==> src/rtl/seg_scan_pkg.sv <==
// Shared constants for the multiplexed 7-segment scan controller:
// hex-to-segment table, segment bit positions and index-width helper.
package seg_scan_pkg;

   localparam int SEG_A = 0;
   localparam int SEG_B = 1;
   localparam int SEG_C = 2;
   localparam int SEG_D = 3;
   localparam int SEG_E = 4;
   localparam int SEG_F = 5;
   localparam int SEG_G = 6;
   localparam int SEG_W = 7;

   localparam int NIB_W = 4;
   localparam int DIM_W = 4;

   // {g,f,e,d,c,b,a}, 1 = lit
   localparam logic [SEG_W-1:0] HEX_SEG [16] = '{
      7'h3F, 7'h06, 7'h5B, 7'h4F, 7'h66, 7'h6D, 7'h7D, 7'h07,
      7'h7F, 7'h6F, 7'h77, 7'h7C, 7'h39, 7'h5E, 7'h79, 7'h71
   };

   function automatic int idx_width(input int digits);
      return (digits > 1) ? $clog2(digits) : 1;
   endfunction

endpackage

==> src/rtl/seg_hex_decode.sv <==
// Combinational hex nibble to active-high segment pattern lookup.
module seg_hex_decode
   import seg_scan_pkg::*;
(
   input  logic [NIB_W-1:0] nibble,
   output logic [SEG_W-1:0] seg
);

   assign seg = HEX_SEG[nibble];

endmodule

==> src/rtl/seg_scan_ctrl.sv <==
// Time-multiplexed 7-segment scan controller with frame-synchronous double buffering.
// Optional anode dimming when SEG_SCAN_DIM_EN is defined.
module seg_scan_ctrl
   import seg_scan_pkg::*;
#(
   parameter int DIGITS     = 4,
   parameter int DIV_W      = 16,
   parameter int ACTIVE_LOW = 1
) (
   input  logic                  clk,
   input  logic                  reset,
   input  logic [4*DIGITS-1:0]   data_in,
   input  logic [DIGITS-1:0]     dp_in,
   input  logic [DIGITS-1:0]     blank_in,
   input  logic                  load,
`ifdef SEG_SCAN_DIM_EN
   input  logic [DIM_W-1:0]      brightness,
`endif
   output logic [DIGITS-1:0]     an,
   output logic [SEG_W-1:0]      seg,
   output logic                  dp,
   output logic                  frame
);

   localparam int   IDX_W = idx_width(DIGITS);
   localparam logic POL   = (ACTIVE_LOW != 0);

   logic [DIV_W-1:0]    presc;
   logic [IDX_W-1:0]    idx;
   logic [4*DIGITS-1:0] pend_data, disp_data;
   logic [DIGITS-1:0]   pend_dp, pend_blank, disp_dp, disp_blank;
   logic                pend_v;

   logic tick, last_idx, boundary;

   assign tick     = &presc;
   assign last_idx = (idx == IDX_W'(DIGITS-1));
   assign boundary = tick && last_idx;

   always_ff @(posedge clk) begin
      if (reset) begin
         presc      <= '0;
         idx        <= '0;
         pend_v     <= 1'b0;
         pend_data  <= '0;
         pend_dp    <= '0;
         pend_blank <= '0;
         disp_data  <= '0;
         disp_dp    <= '0;
         disp_blank <= '0;
      end else begin
         presc <= presc + 1'b1;
         if (tick)
            idx <= last_idx ? '0 : idx + 1'b1;

         if (load && !boundary) begin
            pend_data  <= data_in;
            pend_dp    <= dp_in;
            pend_blank <= blank_in;
            pend_v     <= 1'b1;
         end

         // a load landing on the boundary bypasses the pending stage
         if (boundary) begin
            pend_v <= 1'b0;
            if (load) begin
               disp_data  <= data_in;
               disp_dp    <= dp_in;
               disp_blank <= blank_in;
            end else if (pend_v) begin
               disp_data  <= pend_data;
               disp_dp    <= pend_dp;
               disp_blank <= pend_blank;
            end
         end
      end
   end

   logic [NIB_W-1:0] cur_nib;
   logic             cur_dp, cur_blank;

   always_comb begin
      cur_nib   = '0;
      cur_dp    = 1'b0;
      cur_blank = 1'b0;
      for (int i = 0; i < DIGITS; i++) begin
         if (idx == IDX_W'(i)) begin
            cur_nib   = disp_data[4*i +: 4];
            cur_dp    = disp_dp[i];
            cur_blank = disp_blank[i];
         end
      end
   end

   logic [SEG_W-1:0] seg_lit;

   seg_hex_decode u_dec (
      .nibble (cur_nib),
      .seg    (seg_lit)
   );

   logic              on_time;
   logic [DIGITS-1:0] an_on;
   logic [SEG_W-1:0]  seg_on;
   logic              dp_on;

   // first cycle of each slot is an anti-ghosting guard
   always_comb begin
`ifdef SEG_SCAN_DIM_EN
      on_time = (presc != '0) && (presc[DIV_W-1 -: DIM_W] <= brightness);
`else
      on_time = (presc != '0);
`endif
      an_on = '0;
      for (int i = 0; i < DIGITS; i++)
         an_on[i] = (idx == IDX_W'(i)) && on_time && !cur_blank;
      seg_on = cur_blank ? '0 : seg_lit;
      dp_on  = cur_dp && !cur_blank;
   end

   always_ff @(posedge clk) begin
      if (reset) begin
         an    <= {DIGITS{POL}};
         seg   <= {SEG_W{POL}};
         dp    <= POL;
         frame <= 1'b0;
      end else begin
         an    <= an_on  ^ {DIGITS{POL}};
         seg   <= seg_on ^ {SEG_W{POL}};
         dp    <= dp_on  ^ POL;
         frame <= boundary;
      end
   end

endmodule

==> config.mk <==
export PLATFORM = sky130hd
export DESIGN_NAME = seg_scan_ctrl
export DESIGN_NICKNAME = d
export VERILOG_FILES = /design/src/rtl/seg_scan_pkg.sv /design/src/rtl/seg_hex_decode.sv /design/src/rtl/seg_scan_ctrl.sv
export SDC_FILE = /design/constraint.sdc
export NUM_CORES = 1
export LEC_CHECK = 0
export CORE_MARGIN = 4
export CORE_UTILIZATION = 40
export CTS_BUF_LIST = sky130_fd_sc_hd__clkbuf_16
export DETAILED_ROUTE_END_ITERATION = 8
export GPL_TIMING_DRIVEN = 0
export PLACE_DENSITY = 0.66
export RECOVER_POWER = 25
export SYNTH_ARGS = -nofsm -noshare
export SYNTH_HDL_FRONTEND = slang
export SYNTH_SLANG_ARGS = --single-unit
==> constraint.sdc <==
create_clock -name clk -period 2.9 [get_ports clk]
set_input_delay 0.58 -clock clk [delete_from_list [all_inputs] [get_ports clk]]
set_output_delay 0.58 -clock clk [all_outputs]
set_load 0.005 [all_outputs]
## Word-level counts from Yosys, hierarchy flattened

Memory sizes are Yosys's and may differ from the RTL's.
Cells that the tools add are included.

| word-level totals | value |
|---|---|
| flip-flop bits (word level) | 80 |
| ROM bits | 112 |
| input port bits | 27 |
| output and inout bits | 13 |
| word-level logic and storage cells | 65 |
| memories | 1 |

| operators by class | value |
|---|---|
| add/subtract/negate cells | 2 |
| magnitude comparators | 1 |
| eq/ne operators | 3 |
| muxes and demuxes | 22 |
| bitwise operators | 4 |
| reduce and logical (&&, ||, !) cells | 19 |

Memories:

| memory | depth | width | read ports | clocked after memory_dff | write ports | RTL line | text |
|---|---|---|---|---|---|---|---|
| (no name shown) | 16 | 7 | 1 | 0 | 0 | seg_hex_decode.sv:9 | `assign seg = HEX_SEG[nibble];` |

Operator list:

| cell | count |
|---|---|
| two-way mux 16 bit | 2 |
| two-way mux 4 bit | 8 |
| two-way mux 7 bit | 3 |
| adder 16 x 1 -> 16 bit, second input constant | 1 |
| AND reduction 16 bit | 1 |
| nonzero test 16 bit | 1 |
| logical AND 1 bit | 11 |
| two-way mux 1 bit | 8 |
| inverter 7 bit | 1 |
| greater-or-equal comparator 5 bit, second input constant | 1 |
| inverter 4 -> 5 bit | 1 |
| equality test 2 bit, second input constant | 2 |
| inverter 4 bit | 1 |
| adder 2 x 1 -> 2 bit, second input constant | 1 |
| equality test 2 x 1 -> 1 bit, second input constant | 1 |
| zero test 1 bit | 2 |
| zero test 2 bit | 1 |
| two-way mux 2 bit | 1 |
| AND reduction 2 bit | 1 |
| nonzero test 2 bit | 1 |
| OR reduction 2 bit | 1 |
| inverter 1 bit | 1 |

## Depth between registers and ports, before layout

Gate-level depths: netlist (run 1).

| logic depth | value |
|---|---|
| depth after elaboration | 11 |
| mapped depth | 11 |
| mapped depth without buffers | 10 |

## Modules after synthesis

From an unflattened synthesis (run 1), not the netlist that was laid out.

| unflattened totals | value |
|---|---|
| cells, all modules | 417 |
| area, all modules | 3918.8 um^2 |

Modules (own cells, without submodules):

| module | times used | cells an instance | area each (um^2) | seq. area each (um^2) |
|---|---|---|---|---|
| seg_scan_ctrl | 1 | 384 | 3631.0 | 1601.5 |
| seg_hex_decode | 1 | 33 | 287.8 | 0.0 |

## Worst setup path before layout (run 1)

Ideal clock, no wire load.

| timing path | value |
|---|---|
| path type | flip-flop to flip-flop |
| start | register idx[0] |
| end | register seg[3] |
| setup time | 0.138 ns |
| arrival time | 2.123 ns |
| required time | 2.762 ns |
| setup slack | 0.639 ns |
| cell stages (with the launch flop) | 11 |
| path buffers | 1 |
| clock period less this slack | 2.261 ns |
| path through | dfxtp_1 inv_1 ha_1 clkbuf_1 nor3b_1 a211oi_1 inv_1 ha_1 mux2i_1 mux2_2 nand2_1 |

| between the ends | value |
|---|---|
| cells in the longest elaborated chain, start to end | 11 |
| elaborated cells on any way between the ends | 18 |
| those cells by class | eq/ne (3); mux (11); bitwise (2); reduce/logical (1); memory (1) |

Ends and longest elaborated chain:

| what | RTL line | text |
|---|---|---|
| from (decl) | seg_scan_ctrl.sv:29 | `logic [IDX_W-1:0] idx;` |
| from (signal assigned) | seg_scan_ctrl.sv:54 | `idx <= last_idx ? '0 : idx + 1'b1;` |
| zero test 2 bit | seg_scan_ctrl.sv:87 | `if (idx == IDX_W'(i)) begin` |
| two-way mux 4 bit (4 in series) | seg_scan_ctrl.sv:87 |  |
| inverter 4 -> 5 bit (implied by the code) | seg_hex_decode.sv:9 |  |
| memory read (16 x 7 bit) | - |  |
| two-way mux 7 bit (implied by the code) (2 in series) | seg_hex_decode.sv:9 |  |
| two-way mux 7 bit (*) | seg_scan_ctrl.sv:117 | `seg_on = cur_blank ? '0 : seg_lit;` |
| inverter 7 bit (no line) (*) | - |  |
| to (signal assigned) | seg_scan_ctrl.sv:124 | `seg <= {SEG_W{POL}};` |
| to (signal assigned) | seg_scan_ctrl.sv:129 | `seg <= seg_on ^ {SEG_W{POL}};` |
| to (decl) | seg_scan_ctrl.sv:20 | `output logic [SEG_W-1:0] seg,` |

Mark *: on every way between the ends. The rest lies on a longest branch, timed or not. The select of a mux whose other input is x is not followed.
A chain may end at the register's enable or synchronous reset.

## Worst setup path after layout (run 1)

Same ends and word-level chain as after synthesis.

==> impl_metrics.csv, run 1 <==
group,metric,value,unit
clock_network,worstSkewPairLatency,0.33,ns
yosys,synth_edf_count,0,
yosys,yosysSeqAreaShare,43.2,%
global_routing,antenna_found_initial,0,
placement,place_congestion,0.772,
critical_path,critPathLaunchType,"register",
critical_path,cp_slowest_cell,"dfxtp_1",
routing,vias_per_cell,5.20,
routing,firstDrtPassIters,4,
yosys,synth_cells,402,
power,p_total,2.58,mW
final_layout,antenna_cells,0,
die,core-area,8890,um2
final_layout,area.growth.synth_to_final,22.7,%
critical_path,path_delay_family,"adder cells",
power,p_per_area,568,nW/um2
yosys,ys.flop_type,"dfxtp_1",
placement,dpl_cell_area,4220,um2
routing,ant_nets,0,
sta,finalSetupTns,0,ns
clock_network,post_cts_resized,0,
die,dieHeight,104,um
routing,vias,2925,
clock_network,htree_levels,3,
sta,finalCriticalPeriod,2.54,ns
final_layout,layoutNonFillerInstCount,563,
global_routing,grt_pass1_wl,13500,um
power,vdd_ir_drop_max,0.335,mV
critical_path,cp_max_fo,10,
sta,max_slew_margin,49.5,%
critical_path,crit_path_frequent_cell,"ha_1",
placement,dp_cells,547,
yosys,synth.distinct_cells,45,
sta,hold_viol_final,0,
yosys,async_flop_share,0,%
sta,setup_viol,0,
clock_network,clock_path_buffers,2,
placement,portBuffers,37,
clock_network,post-cts-setup-buffers,0,
sta,skew,0.00475,ns
routing,wl_per_cell,14.4,um
routing,drt_iter0_drc,75,
die,fp-row-count,34,
critical_path,path_cells,"ha_1, buf_2, a211oi_1, a211oi_2, inv_1, ha_1, mux2i_1, mux2_2, nand2_1",
sta,maxSlewViolCount,0,
global_routing,grt_pass1_vias,2932,
critical_path,crit_buf_inv,2,
sta,fin_crit_sh,87.7,%
sta,fmax,393,MHz
sta,worstMarginPinSlew,0.758,ns
routing,drc,0,
routing,wl,8130,um
job,drv_cap,0,
yosys,synth_seq_cells,80,
outcome,status,"complete, no violations",
die,ios,40,
critical_path,crit_required,3.09,ns
die,dieArea,10900,um2
critical_path,critPathArrivalTime,2.73,ns
clock_network,cts.clk_slew.worst_paths,0.06,ns
yosys,syn-num-nets,441,
critical_path,critPathKind,"register to register",
power,p_leak,1.65,nW
global_routing,track_usage,15.2,%
final_layout,drive_gt1_share,12.7,%
clock_network,root_buffer,"clkbuf_16",
final_layout,design_area,4550,um2
placement,place_ws,0.139,ns
sta,timing.final.ws_setup,0.357,ns
yosys,yosys_warnings,0,
die,die_w,104,um
global_routing,gr-total-overflow,0,
min_path,hold_class,"register to register",
yosys,syn_area_per_cell,9.23,um2
global_routing,grt_max_degree,14,
placement,dp_hpwl,5810,um
clock_network,cts_tree,"built",
sta,rsz0062_at_grt,"no",
critical_path,crit_path_end_kind,"register",
final_layout,layout.nets,489,
clock_network,cts_buffers,9,
clock_network,cts_sinks,80,
yosys,synth_area,3710,um2
critical_path,slowest_delay,0.41,ns
clock_network,hold_buffers,0,
die,start_util,41.7,%
## layout by cell type, fill, tap and decap left out, types with 2 or more instances in the layout
| cell | instances |
|---|---|
| a211oi_2 | 25 |
| a21oi_1 | 31 |
| and3_1 | 2 |
| and4_1 | 2 |
| buf_2 | 3 |
| buf_4 | 2 |
| buf_6 | 5 |
| bufinv_16 | 3 |
| clkbuf_1 | 13 |
| clkbuf_16 | 9 |
| clkdlybuf4s50_1 | 24 |
| clkinv_2 | 2 |
| dfxtp_1 | 80 |
| dlygate4sd3_1 | 13 |
| ha_1 | 12 |
| inv_1 | 9 |
| mux2_2 | 2 |
| mux2i_1 | 30 |
| nand2_1 | 68 |
| nand2b_1 | 4 |
| nand3_1 | 6 |
| nand3b_1 | 5 |
| nand4_1 | 4 |
| nor2_1 | 45 |
| nor2b_1 | 4 |
| nor3_1 | 5 |
| nor3b_1 | 3 |
| nor4_1 | 2 |
| o211ai_1 | 3 |
| o21ai_0 | 4 |
| o221ai_1 | 2 |
| or3_1 | 5 |
| xnor2_1 | 6 |
| xor2_1 | 7 |
## per-stage QoR
step	hold slack [ns]	utilization, %
global route	0.478	51.2
CTS	0.454	51.2
global placement	0.441	47.4
detailed placement	0.446	47.4
finish	0.451	51.2
floorplan	0.436	-
## path summary, 6_finish.rpt
| check | cells after the start | slack [ns] | to | start |
|---|---|---|---|---|
| worst max register to register | 9 | 0.36 | seg[3]$_SDFF_PP1_ | idx[0]$_SDFFE_PP0N_ |
| worst min-delay path | 2 | 0.45 | pend_data[1]$_SDFFE_PP0P_ | pend_data[1]$_SDFFE_PP0P_ |
| worst max-delay path | 9 | 0.36 | seg[3]$_SDFF_PP1_ | idx[0]$_SDFFE_PP0N_ |
| worst min register to register | 2 | 0.45 | pend_data[1]$_SDFFE_PP0P_ | pend_data[1]$_SDFFE_PP0P_ |
## sequential cells by signal (all words and copies together) (netlist names)
name / count
disp_data: 16
pend_data: 16
presc: 16
seg: 7
an: 4
disp_blank: 4
disp_dp: 4
pend_blank: 4
pend_dp: 4
idx: 2
dp: 1
frame: 1
pend_v: 1
## synth_stat cells, drive strengths merged, types with 5 or more instances
cell,n,share of area (%)
or3,5,0.98
nand3b,5,1.0
mux2i,30,8.1
xor2,7,1.7
inv,8,0.81
nand3,7,1.1
o21ai,5,0.78
nand2,68,6.9
nor2,45,4.6
a21oi,31,4.2
clkbuf,13,1.3
ha,12,4.0
buf,10,2.3
nor3,6,1.2
dfxtp,80,43
a211oi,26,8.5
xnor2,6,1.4
## kinds of logic (layout without fill, tap and decap cells)
family,after synthesis,in the layout,share of synthesized area (%)
simple gates,159,159,19.9
flops,80,80,43.2
compound gates,75,75,16.6
mux,32,32,8.70
buf+inv,31,84,4.45
xor+xnor,13,13,3.07
fa+ha+maj,12,12,4.05
## worst min-delay path, stage by stage, from the launching register on
cell and delay, ns:
dfxtp_1 0.30, nand2_1 0.05, a21oi_1 0.05
## routing by layer
layer / global-route usage (%) / up-vias / routed length [um] / share of wire, %
met1: 19.1 / 1380 / 3820 / 47
met5: 0 / - / 0 / 0
met4: 4.84 / 0 / 120 / 1.5
met2: 25.1 / 46 / 3930 / 48
met3: 4.10 / 9 / 261 / 3.2
li1: - / 1490 / - / -
## where the power goes
group	total, mW	leakage (nW)	switching, mW	internal, mW
Combinational	0.168	0.833	0.0900	0.0783
Clock	1.27	0.167	0.440	0.834
Sequential	1.14	0.653	0.0138	1.13
Total	2.58	1.65	0.543	2.04
## area by class of cell
| class | instances | area [um2] |
|---|---|---|
| fillers | 815 | 4340 |
| flip-flops and latches | 80 | 1600 |
| plain buffers | 23 | 135 |
| clock inverters | 7 | 111 |
| repair buffers | 37 | 370 |
| inverters | 8 | 30.0 |
| multi-input cells | 291 | 1940 |
| clock buffers | 9 | 225 |
| well taps | 108 | 135 |
No activity file was read; power rests on OpenSTA's default activity.
==> inputs of run 2 (changes only) <==
--- a/config.mk
+++ b/config.mk
@@ -5,6 +5,7 @@
 export SDC_FILE = /design/constraint.sdc
 export NUM_CORES = 1
 export LEC_CHECK = 0
+export CAP_MARGIN = 10
 export CORE_MARGIN = 4
 export CORE_UTILIZATION = 40
 export CTS_BUF_LIST = sky130_fd_sc_hd__clkbuf_16
==> results of run 2 <==
The final DEF is identical to that of run 1; final timing and power are the same.
==> inputs of run 3 (changes only) <==
--- a/config.mk
+++ b/config.mk
@@ -7,11 +7,11 @@
 export LEC_CHECK = 0
 export CAP_MARGIN = 10
 export CORE_MARGIN = 4
-export CORE_UTILIZATION = 40
+export CORE_UTILIZATION = 45
 export CTS_BUF_LIST = sky130_fd_sc_hd__clkbuf_16
 export DETAILED_ROUTE_END_ITERATION = 8
 export GPL_TIMING_DRIVEN = 0
-export PLACE_DENSITY = 0.66
+export PLACE_DENSITY = 0.72
 export RECOVER_POWER = 25
 export SYNTH_ARGS = -nofsm -noshare
 export SYNTH_HDL_FRONTEND = slang
==> run 3 against run 2 <==
Compared with the run above:
- sequential power hardly changed
- clock power is 17% lower
- first-iteration DRC count is 88% higher
- power is 8.3% lower
- combinational power hardly changed
- die area is 10% lower
- cell count is 1.1% lower
- global-route usage is 1.4 points higher
- highest routed layer unchanged
- sequential share of layout area is 0.56 points higher
- clock skew is 0.00073 ns higher
- worst hold slack better by 0.0015 ns
==> impl_metrics.csv, run 3 (synthesis results as in run 1) <==
group,metric,value,unit
sta,finalCriticalPeriod,2.65,ns
clock_network,post-cts-setup-buffers,0,
critical_path,cp_max_fo,10,
power,power.switching,0.515,mW
power,clkPwrFrac,44.8,%
clock_network,worstSkewPairLatency,0.33,ns
sta,setup_viol,0,
power,seq_power_share,48.2,%
final_layout,multiInputGateArea,1940,um2
final_layout,drive_gt1_share,11.6,%
outcome,status,"complete, no violations",
critical_path,path_cells,"ha_1, buf_2, mux2i_1, a31oi_1, inv_1, ha_1, mux2_2, nand2_1, o211ai_1",
final_layout,area.growth.synth_to_final,20.8,%
clock_network,cts_tree,"built",
die,core-area,7890,um2
sta,fmax,377,MHz
sta,max_slew_margin,51.3,%
final_layout,layoutNonFillerInstCount,557,
job,drv_cap,0,
power,swShare,21.7,%
power,p_comb_share,7.0,%
global_routing,antenna_found_initial,0,
final_layout,biggestRegsByFlops,"disp_data: 16 flops, pend_data: 16 flops, presc: 16 flops",
critical_path,crit_path_frequent_cell,"ha_1",
sta,maxSlewViolCount,0,
clock_network,cts.clk_slew.worst_paths,0.06,ns
routing,vias,2970,
final_layout,layout.nets,489,
final_layout,final_cell_mix,"80 x dfxtp_1, 68 x nand2_1, 45 x nor2_1",
clock_network,htree_levels,3,
routing,wl,7860,um
global_routing,gr-total-overflow,0,
clock_network,cts_sinks,80,
sta,skew,0.00548,ns
critical_path,r2r_cells,9,
clock_network,root_buffer,"clkbuf_16",
routing,firstDrtPassIters,5,
min_path,hold_path_depth,2,
die,dieArea,9760,um2
die,start_util,47.0,%
sta,worstMarginPinSlew,0.731,ns
routing,ant_nets,0,
final_layout,fillers,684,
clock_network,clock_path_buffers,2,
critical_path,crit_path_end_kind,"register",
die,ios,40,
global_routing,grt_use_met1,20.6,%
sta,finalSetupTns,0,ns
global_routing,top_usage_layer,"met2",
critical_path,slowest_delay,0.43,ns
sta,rsz0062_at_grt,"no",
clock_network,post_cts_resized,0,
die,die_w,98.8,um
sta,hold_viol_final,0,
min_path,hold_class,"register to register",
die,fp-row-count,32,
critical_path,crit_required,3.07,ns
routing,drt_iter0_drc,141,
global_routing,track_usage,16.6,%
sta,fin_crit_sh,91.4,%
routing,drc,0,
final_layout,design_area,4480,um2
power,vdd_ir_drop_max,0.333,mV
placement,portBuffers,37,
clock_network,hold_buffers,0,
power,p_int,1.86,mW
power,p_leak,1.63,nW
routing,vias_per_cell,5.33,
critical_path,critPathArrivalTime,2.82,ns
die,dieHeight,98.8,um
global_routing,met3_usage,4.39,%
critical_path,critPathLaunchType,"register",
clock_network,cts_buffers,9,
placement,dp_hpwl,5660,um
placement,place_congestion,0.795,
critical_path,critPathKind,"register to register",
routing,wl_per_cell,14.1,um
global_routing,grtUsageMet2,28.9,%
final_layout,final_util,56.8,%
global_routing,grt_max_degree,13,
placement,dp_cells,541,
final_layout,antenna_cells,0,
power,p_per_area,529,nW/um2
global_routing,grt_pass1_vias,2935,
global_routing,grt_pass1_wl,13300,um
final_layout,final-seq-area,1600,um2
final_layout,final_common_cell,"dfxtp_1",
placement,dpl_cell_area,4210,um2
critical_path,cp_slowest_cell,"a31oi_1",
## run 3: cell types whose count changed in the layout (fill, tap and decap cells not counted), sizes merged
cell / previous run / this run
clkinvlp: 1 / 0
bufinv: 3 / 1
clkinv: 2 / 5
## run 3: area by class of cell
| class | instances | share of cell area (%) |
|---|---|---|
| multi-input cells | 291 | 43.2 |
| flip-flops and latches | 80 | 35.7 |
| repair buffers | 37 | 8.26 |
| clock buffers | 9 | 5.03 |
| plain buffers | 23 | 3.02 |
| well taps | 102 | 2.85 |
| clock inverters | 7 | 1.20 |
| inverters | 8 | 0.670 |
## run 3: power groups by stage
| stage | logic, mW | clock network [mW] | registers [mW] |
|---|---|---|---|
| floorplan | 0.0946 | 0 | 1.16 |
| global placement | 0.167 | 0 | 1.17 |
| global route | 0.185 | 1.12 | 1.15 |
| finish | 0.166 | 1.06 | 1.14 |
| CTS | 0.171 | 1.08 | 1.14 |
| detailed placement | 0.170 | 0 | 1.17 |
## run 3: through the flow
stage | hold slack (ns) | setup WS [ns] | power, mW
finish | 0.453 | 0.251 | 2.37
global route | 0.477 | 0.0404 | 2.45
CTS | 0.454 | 0.166 | 2.39
detailed placement | 0.446 | 0.186 | 1.34
global placement | 0.441 | 0.275 | 1.33
floorplan | 0.436 | 0.639 | 1.26
## run 3: layer usage
layer  vias to the layer above  wire [um]
met2                        67       3920
met5                         -          0
met4                         0         79
li1                       1484          -
met3                        11        366
met1                      1408       3500
## run 3: worst max-delay path: cells and delay by family, from the launching register on
| kind | cells | cell delay [ns] |
|---|---|---|
| adders and majority gates | 2 | 0.62 |
| muxes | 2 | 0.40 |
| AOI/OAI and AO/OA | 2 | 0.52 |
| DFF | 1 | 0.41 |
| and+or+nand+nor | 1 | 0.07 |
| buffers and inverters | 2 | 0.47 |
## run 3: path summary, 6_finish.rpt
| check | startpoint | to | slack [ns] |
|---|---|---|---|
| min | pend_data[15]$_SDFFE_PP0P_ | pend_data[15]$_SDFFE_PP0P_ | 0.45 |
| max | idx[0]$_SDFFE_PP0N_ | seg[4]$_SDFF_PP1_ | 0.25 |
| max reg2reg | idx[0]$_SDFFE_PP0N_ | seg[4]$_SDFF_PP1_ | 0.25 |
| min reg2reg | pend_data[15]$_SDFFE_PP0P_ | pend_data[15]$_SDFFE_PP0P_ | 0.45 |
